[src/rtl/mat_mul_stream_pkg.sv]
// mat_mul_pkg
//   Shared definitions for the streaming matrix multiplier:
//   - controller state encoding (IDLE, CALC, OUT)
//   - CALC pipeline drain length
//   - OUT read prefetch latency
//   - saturation bound helpers
//   No ports (package).
package mat_mul_pkg;

    localparam logic [1:0] ST_IDLE = 2'd0;
    localparam logic [1:0] ST_CALC = 2'd1;
    localparam logic [1:0] ST_OUT  = 2'd2;

    localparam int CALC_DRAIN   = 3;
    localparam int OUT_PREFETCH = 2;

    // Bounds are returned as 64-bit signed values, so data widths up to 62 bits work.
    function automatic longint sat_hi(input bit is_signed, input int dw);
        return is_signed ? (longint'(1) << (dw - 1)) - 1 : (longint'(1) << dw) - 1;
    endfunction

    function automatic longint sat_lo(input bit is_signed, input int dw);
        return is_signed ? -(longint'(1) << (dw - 1)) : longint'(0);
    endfunction

endpackage

[src/rtl/mat_mul_stream_if.sv]
// mat_mul_stream_if
//   AXI-Stream bundle used for both the element input and the result output.
//   Signals: tvalid, tready, tdata[DATA_WIDTH], tstrb[DATA_WIDTH/8], tlast.
//   master modport drives valid/data/strb/last; slave modport drives ready.
//   The slave side carries no tstrb: every input byte is taken as valid.
interface mat_mul_stream_if #(
    parameter int DATA_WIDTH = 32
);
    logic                      tvalid;
    logic                      tready;
    logic [DATA_WIDTH-1:0]     tdata;
    logic [DATA_WIDTH/8-1:0]   tstrb;
    logic                      tlast;

    modport master (output tvalid, output tdata, output tstrb, output tlast, input tready);
    modport slave  (input tvalid, input tdata, input tlast, output tready);
endinterface

[src/rtl/mm_bram_sp.sv]
// mm_bram_sp
//   Synchronous single-port RAM, write-first, 1-cycle read latency.
//   Ports: clk, we (write enable), addr[DEPTH_LOG], wdata[WIDTH], rdata[WIDTH].
//   Contents are not reset.
module mm_bram_sp #(
    parameter int DEPTH_LOG = 2,
    parameter int WIDTH     = 32
) (
    input  logic                 clk,
    input  logic                 we,
    input  logic [DEPTH_LOG-1:0] addr,
    input  logic [WIDTH-1:0]     wdata,
    output logic [WIDTH-1:0]     rdata
);
    logic [WIDTH-1:0] mem [0:(1 << DEPTH_LOG) - 1];

    always_ff @(posedge clk) begin
        if (we) begin
            mem[addr] <= wdata;
            rdata     <= wdata;
        end else begin
            rdata <= mem[addr];
        end
    end
endmodule

[src/rtl/mat_mul_stream.sv]
// mat_mul_stream
//   Loads DIM x DIM matrices A and B over an AXI-Stream slave (sel picks the
//   target per frame), computes R = A x B on a rising start edge with a
//   pipelined MAC, then streams R row-major on an AXI-Stream master.
//   Ports:
//     s00_axi_aclk / s00_axi_aresetn  clock, async active-low reset
//     s00_axis  (slave)   element input, tlast marks the end of a matrix frame
//     m00_axis  (master)  result output, tlast on R[SIZE-1], tstrb all ones
//     sel    frame target (0 = A, 1 = B), sampled on the first beat of a frame
//     start  level input; a rising edge requests a compute
//     busy   high while computing or streaming results
//     done   one-cycle pulse after the last result beat is accepted
//     err_len sticky frame-length error, cleared by reset only
module mat_mul_stream
    import mat_mul_pkg::*;
#(
    parameter int DIM_LOG    = 2,
    parameter int DIM        = 2 ** DIM_LOG,
    parameter int SIZE       = DIM * DIM,
    parameter int SIZE_LOG   = 2 * DIM_LOG,
    parameter int DATA_WIDTH = 32,
    parameter int ACC_WIDTH  = 2 * DATA_WIDTH + DIM_LOG,
    parameter int SIGNED     = 0,
    parameter int SATURATE   = 0
) (
    input  logic             s00_axi_aclk,
    input  logic             s00_axi_aresetn,
    mat_mul_stream_if.slave  s00_axis,
    mat_mul_stream_if.master m00_axis,
    input  logic             sel,
    input  logic             start,
    output logic             busy,
    output logic             done,
    output logic             err_len
);
    localparam int CALC_LEN = SIZE * DIM;
    localparam int CW       = 3 * DIM_LOG + 1;
    localparam logic signed [ACC_WIDTH:0] SAT_HI = (ACC_WIDTH + 1)'(sat_hi(SIGNED != 0, DATA_WIDTH));
    localparam logic signed [ACC_WIDTH:0] SAT_LO = (ACC_WIDTH + 1)'(sat_lo(SIGNED != 0, DATA_WIDTH));

    logic [1:0]            state;
    logic                  rdy_en, start_q, loaded_a, loaded_b, in_frame, sel_lat;
    logic [SIZE_LOG-1:0]   wcnt;
    logic [CW-1:0]         calc_cnt;
    logic                  s_beat, sel_eff, go_calc, issue;
    logic [DIM_LOG-1:0]    k_i, c_i, r_i;
    logic [DATA_WIDTH-1:0] ram_a_q, ram_b_q, ram_r_q, r_wdata;
    logic [SIZE_LOG-1:0]   addr_a, addr_b, addr_r;
    logic                  r_we;

    // MAC pipeline: stage 1 aligns with RAM data, stage 2 holds the product.
    logic                  v1, first1, last1, v2, first2, last2;
    logic [SIZE_LOG-1:0]   rc1, rc2;
    logic signed [ACC_WIDTH-1:0] a_ext, b_ext, prod_q, acc_q, acc_next;
    logic signed [ACC_WIDTH:0]   acc_ext;

    // Output side: registered head entry plus a one-entry skid buffer.
    logic [SIZE_LOG:0]     rd_cnt;
    logic                  rd_v, rd_last_q, rd_issue, accept;
    logic                  o_valid, o_last, s_valid, s_last;
    logic [DATA_WIDTH-1:0] o_data, s_data;
    logic [1:0]            occ;

    assign s00_axis.tready = rdy_en && (state == ST_IDLE);
    assign s_beat   = s00_axis.tvalid && s00_axis.tready;
    assign sel_eff  = in_frame ? sel_lat : sel;
    assign go_calc  = start && !start_q && (state == ST_IDLE) && loaded_a && loaded_b && (wcnt == '0);
    assign issue    = (state == ST_CALC) && (calc_cnt < CW'(CALC_LEN));
    assign k_i      = calc_cnt[DIM_LOG-1:0];
    assign c_i      = calc_cnt[2*DIM_LOG-1:DIM_LOG];
    assign r_i      = calc_cnt[3*DIM_LOG-1:2*DIM_LOG];
    assign addr_a   = (state == ST_CALC) ? {r_i, k_i} : wcnt;
    assign addr_b   = (state == ST_CALC) ? {k_i, c_i} : wcnt;
    assign r_we     = v2 && last2;
    assign addr_r   = (state == ST_CALC) ? rc2 : rd_cnt[SIZE_LOG-1:0];
    assign busy     = (state != ST_IDLE);

    assign m00_axis.tvalid = o_valid;
    assign m00_axis.tdata  = o_data;
    assign m00_axis.tlast  = o_last;
    assign m00_axis.tstrb  = '1;

    mm_bram_sp #(.DEPTH_LOG(SIZE_LOG), .WIDTH(DATA_WIDTH)) u_ram_a (
        .clk(s00_axi_aclk), .we(s_beat && !sel_eff), .addr(addr_a),
        .wdata(s00_axis.tdata), .rdata(ram_a_q));
    mm_bram_sp #(.DEPTH_LOG(SIZE_LOG), .WIDTH(DATA_WIDTH)) u_ram_b (
        .clk(s00_axi_aclk), .we(s_beat && sel_eff), .addr(addr_b),
        .wdata(s00_axis.tdata), .rdata(ram_b_q));
    mm_bram_sp #(.DEPTH_LOG(SIZE_LOG), .WIDTH(DATA_WIDTH)) u_ram_r (
        .clk(s00_axi_aclk), .we(r_we), .addr(addr_r),
        .wdata(r_wdata), .rdata(ram_r_q));

    // Frame loading, start detection and the IDLE -> CALC -> OUT sequence.
    // rdy_en keeps tready low while reset is applied and for the first cycle after.
    always_ff @(posedge s00_axi_aclk or negedge s00_axi_aresetn) begin
        if (!s00_axi_aresetn) begin
            state    <= ST_IDLE;
            rdy_en   <= 1'b0;
            start_q  <= 1'b0;
            loaded_a <= 1'b0;
            loaded_b <= 1'b0;
            in_frame <= 1'b0;
            sel_lat  <= 1'b0;
            wcnt     <= '0;
            calc_cnt <= '0;
            done     <= 1'b0;
            err_len  <= 1'b0;
        end else begin
            rdy_en  <= 1'b1;
            start_q <= start;
            done    <= 1'b0;
            if (s_beat) begin
                if (!in_frame) sel_lat <= sel;
                if (s00_axis.tlast) begin
                    in_frame <= 1'b0;
                    wcnt     <= '0;
                    if (wcnt == SIZE_LOG'(SIZE - 1)) begin
                        if (sel_eff) loaded_b <= 1'b1;
                        else         loaded_a <= 1'b1;
                    end else begin
                        err_len <= 1'b1;
                    end
                end else begin
                    in_frame <= 1'b1;
                    if (wcnt == SIZE_LOG'(SIZE - 1)) err_len <= 1'b1;
                    wcnt <= wcnt + 1'b1;
                end
            end
            case (state)
                ST_IDLE: if (go_calc) state <= ST_CALC;
                ST_CALC: begin
                    if (calc_cnt == CW'(CALC_LEN + CALC_DRAIN - 1)) begin
                        state    <= ST_OUT;
                        calc_cnt <= '0;
                    end else begin
                        calc_cnt <= calc_cnt + 1'b1;
                    end
                end
                ST_OUT: begin
                    if (accept && o_last) begin
                        state    <= ST_IDLE;
                        done     <= 1'b1;
                        loaded_a <= 1'b0;
                        loaded_b <= 1'b0;
                    end
                end
                default: state <= ST_IDLE;
            endcase
        end
    end

    // Operand extension to full accumulator width; the product cannot overflow it.
    always_comb begin
        a_ext    = {{(ACC_WIDTH - DATA_WIDTH){(SIGNED != 0) && ram_a_q[DATA_WIDTH-1]}}, ram_a_q};
        b_ext    = {{(ACC_WIDTH - DATA_WIDTH){(SIGNED != 0) && ram_b_q[DATA_WIDTH-1]}}, ram_b_q};
        acc_next = first2 ? prod_q : acc_q + prod_q;
        acc_ext  = {(SIGNED != 0) && acc_next[ACC_WIDTH-1], acc_next};
        r_wdata  = acc_next[DATA_WIDTH-1:0];
        if (SATURATE != 0) begin
            if (acc_ext > SAT_HI)      r_wdata = SAT_HI[DATA_WIDTH-1:0];
            else if (acc_ext < SAT_LO) r_wdata = SAT_LO[DATA_WIDTH-1:0];
        end
    end

    // Tags travel alongside the data so the accumulator knows when to restart
    // (k == 0) and when a finished dot product must be written (k == DIM-1).
    always_ff @(posedge s00_axi_aclk or negedge s00_axi_aresetn) begin
        if (!s00_axi_aresetn) begin
            v1 <= 1'b0; first1 <= 1'b0; last1 <= 1'b0; rc1 <= '0;
            v2 <= 1'b0; first2 <= 1'b0; last2 <= 1'b0; rc2 <= '0;
            prod_q <= '0;
            acc_q  <= '0;
        end else begin
            v1     <= issue;
            first1 <= (k_i == '0);
            last1  <= (k_i == DIM_LOG'(DIM - 1));
            rc1    <= {r_i, c_i};
            v2     <= v1;
            first2 <= first1;
            last2  <= last1;
            rc2    <= rc1;
            prod_q <= a_ext * b_ext;
            if (v2) acc_q <= acc_next;
        end
    end

    // A read is issued only if its data is guaranteed a slot when it returns,
    // counting the head entry that leaves this cycle.
    always_comb begin
        accept   = o_valid && m00_axis.tready;
        occ      = {1'b0, o_valid} + {1'b0, s_valid} + {1'b0, rd_v};
        rd_issue = (state == ST_OUT) && (rd_cnt < (SIZE_LOG + 1)'(SIZE)) &&
                   (occ <= (accept ? 2'd2 : 2'd1));
    end

    always_ff @(posedge s00_axi_aclk or negedge s00_axi_aresetn) begin
        if (!s00_axi_aresetn) begin
            rd_cnt <= '0; rd_v <= 1'b0; rd_last_q <= 1'b0;
            o_valid <= 1'b0; o_data <= '0; o_last <= 1'b0;
            s_valid <= 1'b0; s_data <= '0; s_last <= 1'b0;
        end else begin
            rd_v <= rd_issue;
            if (state != ST_OUT) rd_cnt <= '0;
            else if (rd_issue) begin
                rd_cnt    <= rd_cnt + 1'b1;
                rd_last_q <= (rd_cnt == (SIZE_LOG + 1)'(SIZE - 1));
            end
            if (accept) begin
                if (s_valid) begin
                    o_data <= s_data;
                    o_last <= s_last;
                    if (rd_v) begin
                        s_data <= ram_r_q;
                        s_last <= rd_last_q;
                    end else begin
                        s_valid <= 1'b0;
                    end
                end else if (rd_v) begin
                    o_data <= ram_r_q;
                    o_last <= rd_last_q;
                end else begin
                    o_valid <= 1'b0;
                end
            end else if (rd_v) begin
                if (!o_valid) begin
                    o_valid <= 1'b1;
                    o_data  <= ram_r_q;
                    o_last  <= rd_last_q;
                end else begin
                    s_valid <= 1'b1;
                    s_data  <= ram_r_q;
                    s_last  <= rd_last_q;
                end
            end
        end
    end

endmodule

[src/flat_wrapper.sv]
// flat-port wrapper written by rule: the top's interface ports become plain ports
module mat_mul_stream_flat import mat_mul_pkg::*;
#(
    parameter int DIM_LOG    = 2,
    parameter int DIM        = 2 ** DIM_LOG,
    parameter int SIZE       = DIM * DIM,
    parameter int SIZE_LOG   = 2 * DIM_LOG,
    parameter int DATA_WIDTH = 32,
    parameter int ACC_WIDTH  = 2 * DATA_WIDTH + DIM_LOG,
    parameter int SIGNED     = 0,
    parameter int SATURATE   = 0
)
  (s00_axi_aclk, s00_axi_aresetn, sel, start, busy, done, err_len, s00_axis_tvalid, s00_axis_tdata, s00_axis_tlast, s00_axis_tready, m00_axis_tvalid, m00_axis_tdata, m00_axis_tstrb, m00_axis_tlast, m00_axis_tready);
  mat_mul_stream_if #(.DATA_WIDTH(DATA_WIDTH)) s00_axis_i ();
  mat_mul_stream_if #(.DATA_WIDTH(DATA_WIDTH)) m00_axis_i ();
  input  logic s00_axi_aclk;
  input  logic s00_axi_aresetn;
  input  logic sel;
  input  logic start;
  output logic busy;
  output logic done;
  output logic err_len;
  input wire logic [$bits(s00_axis_i.tvalid)-1:0] s00_axis_tvalid;
  input wire logic [$bits(s00_axis_i.tdata)-1:0] s00_axis_tdata;
  input wire logic [$bits(s00_axis_i.tlast)-1:0] s00_axis_tlast;
  output wire logic [$bits(s00_axis_i.tready)-1:0] s00_axis_tready;
  output wire logic [$bits(m00_axis_i.tvalid)-1:0] m00_axis_tvalid;
  output wire logic [$bits(m00_axis_i.tdata)-1:0] m00_axis_tdata;
  output wire logic [$bits(m00_axis_i.tstrb)-1:0] m00_axis_tstrb;
  output wire logic [$bits(m00_axis_i.tlast)-1:0] m00_axis_tlast;
  input wire logic [$bits(m00_axis_i.tready)-1:0] m00_axis_tready;
  assign s00_axis_i.tvalid = s00_axis_tvalid;
  assign s00_axis_i.tdata = s00_axis_tdata;
  assign s00_axis_i.tlast = s00_axis_tlast;
  assign s00_axis_tready = s00_axis_i.tready;
  assign m00_axis_tvalid = m00_axis_i.tvalid;
  assign m00_axis_tdata = m00_axis_i.tdata;
  assign m00_axis_tstrb = m00_axis_i.tstrb;
  assign m00_axis_tlast = m00_axis_i.tlast;
  assign m00_axis_i.tready = m00_axis_tready;
  mat_mul_stream #(.DIM_LOG(DIM_LOG), .DIM(DIM), .SIZE(SIZE), .SIZE_LOG(SIZE_LOG), .DATA_WIDTH(DATA_WIDTH), .ACC_WIDTH(ACC_WIDTH), .SIGNED(SIGNED), .SATURATE(SATURATE)) u_core (.s00_axi_aclk(s00_axi_aclk), .s00_axi_aresetn(s00_axi_aresetn), .s00_axis(s00_axis_i), .m00_axis(m00_axis_i), .sel(sel), .start(start), .busy(busy), .done(done), .err_len(err_len));
endmodule
[config.mk]
export PLATFORM = sky130hd
export DESIGN_NAME = mat_mul_stream_flat
export DESIGN_NICKNAME = d
export VERILOG_FILES = /design/src/rtl/mat_mul_stream_pkg.sv /design/src/rtl/mat_mul_stream_if.sv /design/src/rtl/mm_bram_sp.sv /design/src/rtl/mat_mul_stream.sv /design/src/flat_wrapper.sv
export SDC_FILE = /design/constraint.sdc
export NUM_CORES = 2
export LEC_CHECK = 0
export CORE_UTILIZATION = 35
export CTS_CLUSTER_SIZE = 20
export DETAILED_ROUTE_END_ITERATION = 8
export MAX_ROUTING_LAYER = met4
export PLACE_DENSITY = 0.56
export SYNTH_ARGS = -nofsm -noshare
export SYNTH_HDL_FRONTEND = slang
export SYNTH_HIERARCHICAL = 1
export SYNTH_SLANG_ARGS = --single-unit
export TNS_END_PERCENT = 30
[constraint.sdc]
create_clock -name s00_axi_aclk -period 7.4 [get_ports s00_axi_aclk]
set_input_delay 1.11 -clock s00_axi_aclk [delete_from_list [all_inputs] [get_ports s00_axi_aclk]]
set_output_delay 1.11 -clock s00_axi_aclk [all_outputs]
set_load 0.005 [all_outputs]
== Word-level counts from Yosys, hierarchy flattened ==
Memory sizes are Yosys's and may differ from the RTL's. A register that Yosys moved wholly into a read port is not among the register bits.
Index checks and enable logic that the tools add are counted.
Widths: inputs -> output; s select.

* $add $sub $neg: 6
* $mul: 1
* Div/mod/pow operators: 0
* Order comparisons: 3
* Equality and inequality tests: 15
* Shifts and indexed selects: 0
* Mux-type cells: 65
* Bitwise operators: 1
* Reductions and logical operators: 33

{| class="wikitable"
|+ Operator list
! cell !! number
|-
| $mux 32 || 9
|-
| $add 66x66->66 || 1
|-
| $mux 66 || 1
|-
| $mul 32x32->64 || 1
|-
| $mux 1 || 43
|-
| $mux 4 || 4
|-
| $logic_and 1x1->1 || 15
|-
| $reduce_and 3->1 || 5
|-
| $ne 2x2->1 const B || 6
|-
| $reduce_bool 2->1 || 6
|-
| $mux 5 || 2
|-
| $mux 2 || 4
|-
| $add 7x1->7 const B || 1
|-
| $eq 7x7->1 const B || 1
|-
| $lt 7x7->1 const B || 1
|-
| $mux 7 || 1
|-
| $ne 2x1->1 const B || 3
|-
| $pmux 2 s3 || 1
|-
| $add 5x1->5 const B || 1
|-
| $eq 5x4->1 const B || 1
|-
| $lt 5x5->1 const B || 1
|-
| $add 4x1->4 const B || 1
|-
| $eq 2x2->1 const B || 2
|-
| $eq 4x4->1 const B || 1
|-
| 9 further kinds || 12
|}

* Flip-flop bits (word level): 242
* Bits in latches: 0
* RAM bits: 1,536
* ROM bits: 0
* Word-level logic and storage cells: 157
* Memories: 3

{| class="wikitable"
|+ Memory list
! memory !! depth !! width !! read ports !! clocked after memory_dff !! wr ports !! RTL line !! text
|-
| u_core.u_ram_a.mem || 16 || 32 || 1 || 1 || 1 || mm_bram_sp.sv:15 || <nowiki>logic [WIDTH-1:0] mem [0:(1 << DEPTH_LOG) - 1];</nowiki>
|-
| u_core.u_ram_b.mem || 16 || 32 || 1 || 1 || 1 || mm_bram_sp.sv:15 ||
|-
| u_core.u_ram_r.mem || 16 || 32 || 1 || 1 || 1 || mm_bram_sp.sv:15 ||
|}

== Longest topological paths before layout ==
* Depth in word-level cells: 8
* Gate-level depth with buffers: 32
* Gate-level depth less buffers: 28

== Modules after synthesis ==
The synthesis kept the hierarchy.

{| class="wikitable"
|+ By module, submodules not included
! module !! instances !! cells each !! area each (µm²) !! seq. area each (µm²)
|-
| mm_bram_sp (u_core.u_ram_b ...) || 2 || 810 || 19,293.5 || 15,454.8
|-
| mat_mul_stream || 1 || 2,591 || 24,389.6 || 4,354.2
|-
| mm_bram_sp (u_core.u_ram_a) || 1 || 810 || 19,274.7 || 15,454.8
|}

== Worst setup path after synthesis ==
OpenSTA, ideal clock, no wires.

* Path type: register -> register
* From: register with a tool-made name
* To: register u_core.prod_q[28]
* Setup time: 0.070 ns
* Arrival: 7.922 ns
* Required time: 7.330 ns
* Setup slack: -0.592 ns
* Cell stages (with the launch flop): 31
* Cell sequence: dfxtp_1 > buf_2 > buf_4 > mux4_2 > a22oi_1 > nand2_1 > clkbuf_1 > clkbuf_1 > and2_1 > fa_1 > inv_1 > fa_1 > fa_1 > fa_1 > inv_1 > ha_1 > ha_1 > fa_1 > inv_1 > fa_1 > inv_1 > ha_1 > and2_1 > a311oi_2 > o21ai_0 > a21oi_1 > o21ai_1 > a311oi_2 > a22oi_1 > a2111oi_0 > nand3b_1

{| class="wikitable"
|+ RTL lines
! what !! RTL line !! text
|-
| end signal: assignment || mat_mul_stream.sv:182 || <nowiki>prod_q <= a_ext * b_ext;</nowiki>
|-
| end: declaration || mat_mul_stream.sv:54 || <nowiki>logic signed [ACC_WIDTH-1:0] a_ext, b_ext, prod_q, acc_q, acc_next;</nowiki>
|}

==> run summary <==
Outcome: complete, but fails checks
Failing checks: negative setup slack
Worst r2r dst: u_core/prod_q[31]
WL met2: 109000 um
Final Hold Viols: 0
RSZ-0062 raised after global routing: true
Vias: 44700
Fin nets: 6161
CTS buffer count: 177
Compound-cell area share of the yosys netlist: 3.69%
Mux contribution to synthesized area: 11.8%
Ys Warns: 6
Boundary Pins: 81
Most frequent cells in the layout: edfxtp_1, nand2_1, inv_1
Top FF cell, synth: edfxtp_1
Reg2Reg Depth: 32
DR pass1 iterations: 5
F_max: 127 MHz
Largest family of logic cells by synthesized area: adder cells
Final number of max-transition violations: 0
Row Count: 177
Max_cap viols: 0
Final WL: 210000 um
Post-route setup slack: -504 ps
Initial antenna violation count: 10
Adder-cell share of the synthesized area: 12.5%
Vias in the first global route: 47100
# clock sinks: 1722
Worst EP required: 8080 ps
Gate Count Post-Synth: 5021
Hold Path Class: register to register
Cell variety after synth: 65
Core ar.: 0.233 mm2
Final setup violation count: 12
CTS Buffer Depth: 3
CTS root buf: clkbuf_16
Grt ovf: 0
Final HPWL DP: 131000 um
Reg2reg setup slack: -500 ps
Post-DRT Antenna Nets: 0
Layout filler cell count: 20800
Least-Margin Pin Slew: 1270 ps
Initial DRC count: 3203
Synthesized area: 0.0823 mm2
Largest stage delay, worst path: 570 ps
TritonCTS clock tree: done
M1 wire length: 88700 um
Hold Path Sink: u_core/first2
Initial Util: 35.3%
Area of the multi-input gates: 0.0302 mm2
Critical path class: register to register
H-tree depth: 4
Hold Crit Start: u_core/first1
EDFF count, synth: 1536
Share of cells above drive strength 1: 27.2%
Register area: 0.0507 mm2
Met3 WL: 8770 um
IO buf count: 76
Synth Area in Simple Gates: 5.63%
Synth Area in XOR/XNOR: 1.24%
DIE HEIGHT: 487 um
Final worst-path cycle share: 107%
Nature of the critical path endpoint: register
Sequential area share after synthesis: 61.7%
Vias per cell: 5.05
Fraction of registers with async set/reset: 10.1%
DRC Markers: 0
Mapped Avg Cell Area: 16.4 um2
Tmin final: 7900 ps
TNS Setup: -3470 ps
Die width: 487 um
DR WL/cell: 23.8 um
Slowest cell on crit path: fa_2
Worst Path Arrival: 8580 ps
First-pass GRT wire length: 309000 um
Worst slew margin: 15.3%
Seq cells post-synth: 1722
DR top layer: met4
Largest fanout on the critical path: 6
Final Skew: 71.5 ps
Syn-to-layout area delta: 20.0%
Hold path depth: 0
Most common cell on crit path: fa_1
Final Wtd Congestion: 0.829
Worst-path clk slew: 60 ps
Worst skew pair latency: 840 ps
Largest net degree at the start of global routing: 121
Die area: 0.237 mm2
Leading cell type in the layout, fill and taps excluded: edfxtp_1
Total GRT Usage: 18.2%
Startpoint types: register
Hold Buf Count CTS: 0
## worst max-delay path: cells and delay by family, from the launching register on
family	cells	cell delay, ps
xor gates and xnor gates	1	150
muxes	1	490
buffers and inverters	10	1040
adders and majority gates	9	3700
AOI/OAI and AO/OA	8	1560
DFF	1	400
and+or+nand+nor	3	430
## synth_stat cells, drive strengths merged (85+ instances only)
| cell type | number | area share (%) |
|---|---|---|
| nand2 | 462 | 2.1 |
| mux4 | 384 | 11 |
| and2 | 300 | 2.3 |
| dfrtp | 174 | 5.3 |
| edfxtp | 1536 | 56 |
| clkbuf | 169 | 0.77 |
| fa | 410 | 10 |
| buf | 85 | 0.63 |
| nor2 | 89 | 0.41 |
| a22oi | 193 | 1.8 |
| inv | 459 | 2.1 |
| xnor2 | 86 | 0.92 |
| o21ai | 92 | 0.56 |
| ha | 163 | 2.5 |
## repair_timing
item	in CTS	in global routing
pin swaps	77	140
resized for setup	117	190
cloned	8	8
buffers inserted	40	32
setup endpoints to repair	18	17
## flip-flops by register name, indices dropped and copies added, names as in the netlist, 2 cells and up, named ones only
register,count
u_core/acc_q,32
u_core/calc_cnt,7
u_core/m00_axis.tdata,32
u_core/prod_q,32
u_core/rc1,4
u_core/rc2,4
u_core/rd_cnt,5
u_core/s_data,32
u_core/state,2
u_core/u_ram_a/mem,512
u_core/u_ram_b/mem,512
u_core/u_ram_r/mem,512
u_core/wcnt,4
## final cells by class
type | count | share of cell area (%)
Antenna cell | 9 | 0.0228
Clock buffer | 226 | 4.85
Clock inverter | 103 | 1.06
Inverter | 460 | 1.75
Multi-Input combinational cell | 2588 | 30.6
Sequential cell | 1722 | 51.4
Tap cell | 3132 | 3.97
Timing Repair Buffer | 600 | 6.39
## per-layer routing
layer | vias up | GRT usage [%]
met5 | - | -
met4 | 0 | 3.85
met3 | 261 | 2.27
met2 | 1006 | 31.2
met1 | 24000 | 23.1
li1 | 19500 | -
## metrics by stage
| step | utilization, % | setup slack (ps) | std cells | hold WS (ps) | area, um2 |
|---|---|---|---|---|---|
| 6_report | 42.3 | -504 | 8840 | 347 | 98700 |
| 5_1_grt | 42.3 | -736 | 8836 | 356 | 98700 |
| 4_1_cts | 41.9 | -588 | 8800 | 350 | 97700 |
| 3_5_place_dp | 38.9 | -832 | 8424 | 336 | 90800 |
| 3_3_place_gp | 38.9 | -738 | 8424 | 334 | 90800 |
| 2_1_floorplan | - | 0.223 | 5025 | 331 | 82900 |
## worst max path at each step
| stage | from | to | slack (ps) | cells after the start |
|---|---|---|---|---|
| global placement | register | u_core/prod_q[30] | -740 | 29 |
| floorplan | register | u_core/prod_q[28] | 0.2 | 29 |
| finish | register | u_core/prod_q[31] | -500 | 32 |
| detailed placement | register | u_core/prod_q[31] | -830 | 25 |
| global route | register | u_core/prod_q[31] | -740 | 28 |
| CTS | register | u_core/prod_q[28] | -590 | 30 |
## cells by family after synthesis
| family | count (synthesis) |
|---|---|
| AND/OR/NAND/NOR | 965 |
| AO/OA/AOI/OAI | 447 |
| flip-flops | 1722 |
| buffers and inverters | 715 |
| multiplexers | 482 |
| other | 1 |
| XOR/XNOR | 116 |
| adder cells (fa/ha/maj) | 573 |
Power is left out: the tool's default activity adds up to more than one toggle a clock period on the data nets, which glitch-free logic cannot reach.
